$ cat src/rtl/multicycle_control_unit.sv
// Moore control FSM for a multicycle RV32 datapath (load/store, ALU, branch, JAL/JALR, LUI).
// Define BRANCH_EXT_EN to add the blt/bge/bltu/bgeu branch conditions.
module multicycle_control_unit #(
  parameter int unsigned ALUCTRL_W = 4
) (
  input  logic                 clk,
  input  logic                 rst_n,
  input  logic [6:0]           op,
  input  logic [2:0]           funct3,
  input  logic                 funct7_5,
  input  logic                 zero,
  input  logic                 lt,
  input  logic                 ltu,
  input  logic                 mem_ready,
  output logic                 pc_wr,
  output logic                 ir_wr,
  output logic                 reg_wr,
  output logic                 mem_wr,
  output logic                 mem_rd,
  output logic                 adr_src,
  output logic [1:0]           alu_src_a,
  output logic [1:0]           alu_src_b,
  output logic [1:0]           result_src,
  output logic [2:0]           imm_src,
  output logic [ALUCTRL_W-1:0] alu_ctrl,
  output logic                 illegal,
  output logic [3:0]           state
);

  typedef enum logic [3:0] {
    StFetch    = 4'd0,
    StDecode   = 4'd1,
    StMemAdr   = 4'd2,
    StMemRead  = 4'd3,
    StMemWb    = 4'd4,
    StMemWrite = 4'd5,
    StExecR    = 4'd6,
    StExecI    = 4'd7,
    StAluWb    = 4'd8,
    StBranch   = 4'd9,
    StJal      = 4'd10,
    StJalr     = 4'd11,
    StJalrPc   = 4'd12,
    StLui      = 4'd13,
    StTrap     = 4'd14
  } state_e;

  typedef enum logic [3:0] {
    AluAdd, AluSub, AluAnd, AluOr, AluXor, AluSlt, AluSltu, AluSll, AluSrl, AluSra, AluPassB
  } alu_op_e;

  localparam logic [6:0] OpLoad   = 7'b0000011;
  localparam logic [6:0] OpStore  = 7'b0100011;
  localparam logic [6:0] OpReg    = 7'b0110011;
  localparam logic [6:0] OpImm    = 7'b0010011;
  localparam logic [6:0] OpBranch = 7'b1100011;
  localparam logic [6:0] OpJal    = 7'b1101111;
  localparam logic [6:0] OpJalr   = 7'b1100111;
  localparam logic [6:0] OpLui    = 7'b0110111;

  state_e  state_q, state_d;
  logic    illegal_q;
  logic    branch_ok, branch_taken;
  alu_op_e alu_op;

  // funct7_5 selects sub only for register ops; it always selects sra for shifts.
  function automatic alu_op_e arith_op(input logic [2:0] f3, input logic alt, input logic is_reg);
    case (f3)
      3'b000:  return (is_reg && alt) ? AluSub : AluAdd;
      3'b001:  return AluSll;
      3'b010:  return AluSlt;
      3'b011:  return AluSltu;
      3'b100:  return AluXor;
      3'b101:  return alt ? AluSra : AluSrl;
      3'b110:  return AluOr;
      default: return AluAnd;
    endcase
  endfunction

`ifdef BRANCH_EXT_EN
  always_comb begin
    branch_ok    = (funct3[2:1] != 2'b01);
    branch_taken = 1'b0;
    case (funct3)
      3'b000:  branch_taken = zero;
      3'b001:  branch_taken = !zero;
      3'b100:  branch_taken = lt;
      3'b101:  branch_taken = !lt;
      3'b110:  branch_taken = ltu;
      3'b111:  branch_taken = !ltu;
      default: branch_taken = 1'b0;
    endcase
  end
`else
  logic unused_flags;
  assign unused_flags = lt ^ ltu;

  always_comb begin
    branch_ok    = (funct3[2:1] == 2'b00);
    branch_taken = funct3[0] ? !zero : zero;
  end
`endif

  always_ff @(posedge clk or negedge rst_n) begin
    if (!rst_n) begin
      state_q   <= StFetch;
      illegal_q <= 1'b0;
    end else begin
      state_q <= state_d;
      if (state_d == StTrap) illegal_q <= 1'b1;
    end
  end

  always_comb begin
    state_d = state_q;
    case (state_q)
      StFetch:    if (mem_ready) state_d = StDecode;
      StDecode: begin
        case (op)
          OpLoad, OpStore: state_d = StMemAdr;
          OpReg:           state_d = StExecR;
          OpImm:           state_d = StExecI;
          OpBranch:        state_d = branch_ok ? StBranch : StTrap;
          OpJal:           state_d = StJal;
          OpJalr:          state_d = StJalr;
          OpLui:           state_d = StLui;
          default:         state_d = StTrap;
        endcase
      end
      StMemAdr:   state_d = (op == OpStore) ? StMemWrite : StMemRead;
      StMemRead:  if (mem_ready) state_d = StMemWb;
      StMemWrite: if (mem_ready) state_d = StFetch;
      StMemWb, StAluWb, StBranch: state_d = StFetch;
      StExecR, StExecI, StJal, StLui, StJalrPc: state_d = StAluWb;
      StJalr:     state_d = StJalrPc;
      StTrap:     state_d = StTrap;
      default:    state_d = StFetch;
    endcase
  end

  always_comb begin
    pc_wr      = 1'b0;
    ir_wr      = 1'b0;
    reg_wr     = 1'b0;
    mem_wr     = 1'b0;
    mem_rd     = 1'b0;
    adr_src    = 1'b0;
    alu_src_a  = 2'b00;
    alu_src_b  = 2'b00;
    result_src = 2'b00;
    imm_src    = 3'b000;
    alu_op     = AluAdd;
    case (state_q)
      StFetch: begin
        mem_rd     = 1'b1;
        alu_src_b  = 2'b10;
        result_src = 2'b10;
        ir_wr      = mem_ready;
        pc_wr      = mem_ready;
      end
      StDecode: begin
        alu_src_a = 2'b01;
        alu_src_b = 2'b01;
        case (op)
          OpStore:  imm_src = 3'b001;
          OpBranch: imm_src = 3'b010;
          OpJal:    imm_src = 3'b011;
          OpLui:    imm_src = 3'b100;
          default:  imm_src = 3'b000;
        endcase
      end
      StMemAdr: begin
        alu_src_a = 2'b10;
        alu_src_b = 2'b01;
        imm_src   = (op == OpStore) ? 3'b001 : 3'b000;
      end
      StMemRead: begin
        mem_rd  = 1'b1;
        adr_src = 1'b1;
      end
      StMemWb: begin
        reg_wr     = 1'b1;
        result_src = 2'b01;
      end
      StMemWrite: begin
        mem_wr  = 1'b1;
        adr_src = 1'b1;
      end
      StExecR: begin
        alu_src_a = 2'b10;
        alu_op    = arith_op(funct3, funct7_5, 1'b1);
      end
      StExecI: begin
        alu_src_a = 2'b10;
        alu_src_b = 2'b01;
        alu_op    = arith_op(funct3, funct7_5, 1'b0);
      end
      StAluWb:  reg_wr = 1'b1;
      StBranch: begin
        alu_src_a = 2'b10;
        alu_op    = AluSub;
        pc_wr     = branch_taken;
      end
      StJal, StJalrPc: begin
        pc_wr     = 1'b1;
        alu_src_a = 2'b01;
        alu_src_b = 2'b10;
      end
      StJalr: begin
        alu_src_a = 2'b10;
        alu_src_b = 2'b01;
      end
      StLui: begin
        alu_src_b = 2'b01;
        imm_src   = 3'b100;
        alu_op    = AluPassB;
      end
      default: ;
    endcase
    // FETCH strobes follow mem_ready, so reset must mask them directly.
    if (!rst_n) begin
      pc_wr  = 1'b0;
      ir_wr  = 1'b0;
      reg_wr = 1'b0;
      mem_wr = 1'b0;
      mem_rd = 1'b0;
    end
  end

  assign alu_ctrl = ALUCTRL_W'(alu_op);
  assign illegal  = illegal_q;
  assign state    = state_q;

endmodule

$ cat config.mk
export PLATFORM = sky130hd
export DESIGN_NAME = multicycle_control_unit
export DESIGN_NICKNAME = d
export VERILOG_FILES = /design/src/rtl/multicycle_control_unit.sv
export SDC_FILE = /design/constraint.sdc
export NUM_CORES = 1
export LEC_CHECK = 0
export BUFFER_PORTS_ARGS = -buffer_cell sky130_fd_sc_hd__buf_4
export CORE_MARGIN = 8
export CORE_UTILIZATION = 50
export DETAILED_ROUTE_END_ITERATION = 12
export GPL_ROUTABILITY_DRIVEN = 0
export PLACE_DENSITY_LB_ADDON = 0.12
export SLEW_MARGIN = 20
export SYNTH_ARGS = -nofsm -noshare
export SYNTH_HDL_FRONTEND = slang
export SYNTH_SLANG_ARGS = --single-unit
$ cat constraint.sdc
create_clock -name clk -period 4 [get_ports clk]
set_input_delay 0.8 -clock clk [delete_from_list [all_inputs] [get_ports clk]]
set_output_delay 0.8 -clock clk [all_outputs]
set_load 0.005 [all_outputs]
==> out/qor.yml <==
outcome: "completed"
sw_frac_of_total: 0.474
drt_first_pass_iters: 4
syn_to_final_growth_pct: 31.4
slew_violations: 0
syn_area_um2: 907
yosysWarningCount: 0
hpwl_um: 2070
synthTopCellsByArea: "dfrtp_1, nand2_1, nor2_1"
max_stage_delay_ns: 0.36
cp_top_family: "simple AND/OR/NAND/NOR gates"
synthCells: 130
path_depth: 6
p_per_area_nw_per_um2: 507
fin_setup_tns_ns: 0
power_switching_w: 0.000287
r2r_setup_slack_ns: 2.16
period_share: 0.698
synth_top_area_cell: "dfrtp_1"
cts_buffers: 3
htreeDepth: 1
clk_path_buf_depth: 2
row_count: 15
required_ns: 3.20
critPathBufInv: 2
route.detailed.drc: 0
cts_root_buffer: "clkbuf_4"
hold_viol_final: 0
min_period_ns: 2.79
drive_gt1_frac: 0.311
ioPinCount: 41
clock_skew_ns: 0.00812
hold_class: "primary input to asynchronous set/reset pin"
maxCapViolations: 0
cts_tree: "yes"
worstSetupPathType: "primary input to output port"
initial_utilization: 0.531
synth_ff_type: "dfrtp_1"
endpoint_kind: "output port"
grt_antenna_before_repair: 0
grt_max_degree: 21
tightest_slew_ns: 0.564
ys_types: 48
rsz0062_at_grt: "no"
reg2reg_to: "illegal"
vias_per_cell: 5.69
cp.arrival_ns: 1.99
die_area_um2: 3430
grt.overflow.total: 0
wl_per_cell_um: 14.1
port_buffers: 38
critPathLaunch: "op[3]"
clk_pin_slew_ns: 0.05
holdBufCountCts: 0
grt_pass1_wl_um: 4370
vdd_drop_max_uv: 476
die_h_um: 58.6
drt-initial-drc-count: 40
clock.fmax_mhz: 358
worst_setup_path_start_kind: "primary input"
grt_util_all_layers: 0.157
die_w_um: 58.6
synth_seq_cells: 5
async_flop_share: 1.00
postRouteAntennaNets: 0
avgSynthCellArea_um2: 6.98
p_int_w: 0.000318
diodes: 0
clock_power_share: 0.099
crit_path_cell_trace: "buf_4 > and3b_1 > nor4b_2 > o21ai_0 > a21boi_0 > buf_4"
vias: 1075
final_nets: 182
fin_hold_ws_ns: 0.358
p_comb_frac: 0.668
seq_power_share: 0.233
critPathMaxFanout: 6
synth.top_cell.area_share: 0.138
clock-sinks: 5
reg2reg_from: "state[0]"
setup_violations: 0
crit_path_end: "imm_src[0]"
grt_pass1_vias: 931
ctsResizeCount: 0
maxSlewHeadroom: 0.624
core_area_um2: 1710
synth_edf_count: 0
p_leak_nw: 0.522
critPathMostFrequentCell: "buf_4"
r2r_cells: 5
postCtsSetupBuffers: 0
wl_um: 2660
insertion_delay_ns: 0.25
yosysSeqAreaShare: 0.138
cp_slowest_cell: "nor4b_2"
syn-num-nets: 147
-- power groups by stage --
stage               Combinational (W)  Sequential [W]  Clock [W]
finish                       0.000404        0.000141  0.0000597
global placement             0.000399        0.000138          0
detailed placement           0.000404        0.000140          0
floorplan                    0.000283       0.0000945          0
CTS                          0.000406        0.000139  0.0000626
global route                 0.000450        0.000148  0.0000649
-- area by class of cell --
class | instances | area, um^2
Multi-Input combinational cell | 114 | 713
Fill cell | 158 | 515
Timing Repair Buffer | 38 | 285
Sequential cell | 5 | 125
Tap cell | 25 | 31.3
Clock buffer | 4 | 26.3
Inverter | 3 | 11.3
-- cell usage in the layout (no fill, tap or decap), drive strengths merged, types with 2 or more instances in the layout --
master  netlist  layout
nand3         4       4
o22ai         5       5
a32oi         2       2
dfrtp         5       5
a21oi         5       5
nand2b        5       5
nand2        25      25
buf           5      38
xnor2         2       2
a31oi         2       2
nor2         16      16
a21boi        4       4
and2b         3       3
nor3          3       3
nor2b         6       6
inv           3       3
nor4          3       3
o21ai         8       8
clkbuf        3       4
-- synthesized netlist by cell type (2+ instances only) --
| master | instances |
|---|---|
| and2b_1 | 2 |
| inv_1 | 3 |
| buf_4 | 2 |
| nor4_1 | 3 |
| nand2b_1 | 3 |
| buf_2 | 2 |
| o21ai_0 | 8 |
| nand2_1 | 25 |
| o22ai_1 | 5 |
| a32oi_1 | 2 |
| a21oi_1 | 5 |
| a31oi_1 | 2 |
| a21boi_0 | 4 |
| nor3_1 | 3 |
| dfrtp_1 | 5 |
| clkbuf_1 | 2 |
| nand3_1 | 4 |
| xnor2_1 | 2 |
| nor2_1 | 15 |
| nor2b_1 | 5 |
-- flip-flops by register name, summed over array words and instances, names as in the netlist --
register  cells
illegal       1
state         4
-- worst min-delay path by stage --
| stage | start | end | cells past startpoint |
|---|---|---|---|
| after CTS | rst_n | illegal | 1 |
| after floorplan | illegal | illegal | 1 |
| after global routing | rst_n | state[3] | 1 |
| after global placement | illegal | illegal | 1 |
| final | rst_n | state[3] | 1 |
| after detailed placement | illegal | illegal | 1 |
-- routing by layer --
layer / track usage / vias up / share of wire
li1: - / 539 / -
met2: 0.224 / 57 / 0.44
met4: 0.0717 / 0 / 0.012
met3: 0.0565 / 4 / 0.12
met1: 0.204 / 475 / 0.43
met5: 0 / - / 0
-- through the flow --
step / std cells / instance area [um^2] / total power, W / util / worst slack (ns)
6_report: 189 / 1190 / 0.000605 / 0.698 / 1.21
5_1_grt: 189 / 1190 / 0.000662 / 0.698 / 1.09
4_1_cts: 189 / 1190 / 0.000607 / 0.698 / 1.20
3_5_place_dp: 185 / 1170 / 0.000544 / 0.683 / 1.22
3_3_place_gp: 185 / 1170 / 0.000537 / 0.683 / 1.27
2_1_floorplan: 130 / 907 / 0.000377 / - / 1.57
-- kinds of logic (layout without fill, tap and decap cells) --
group,count (synthesis),count (layout),share of synthesized area
buf+inv,11,45,0.0759
simple gates,75,75,0.452
flops,5,5,0.138
compound gates,34,34,0.281
xor+xnor,3,3,0.0290
mux,2,2,0.0234
No activity file was read; power rests on OpenSTA's default activity.
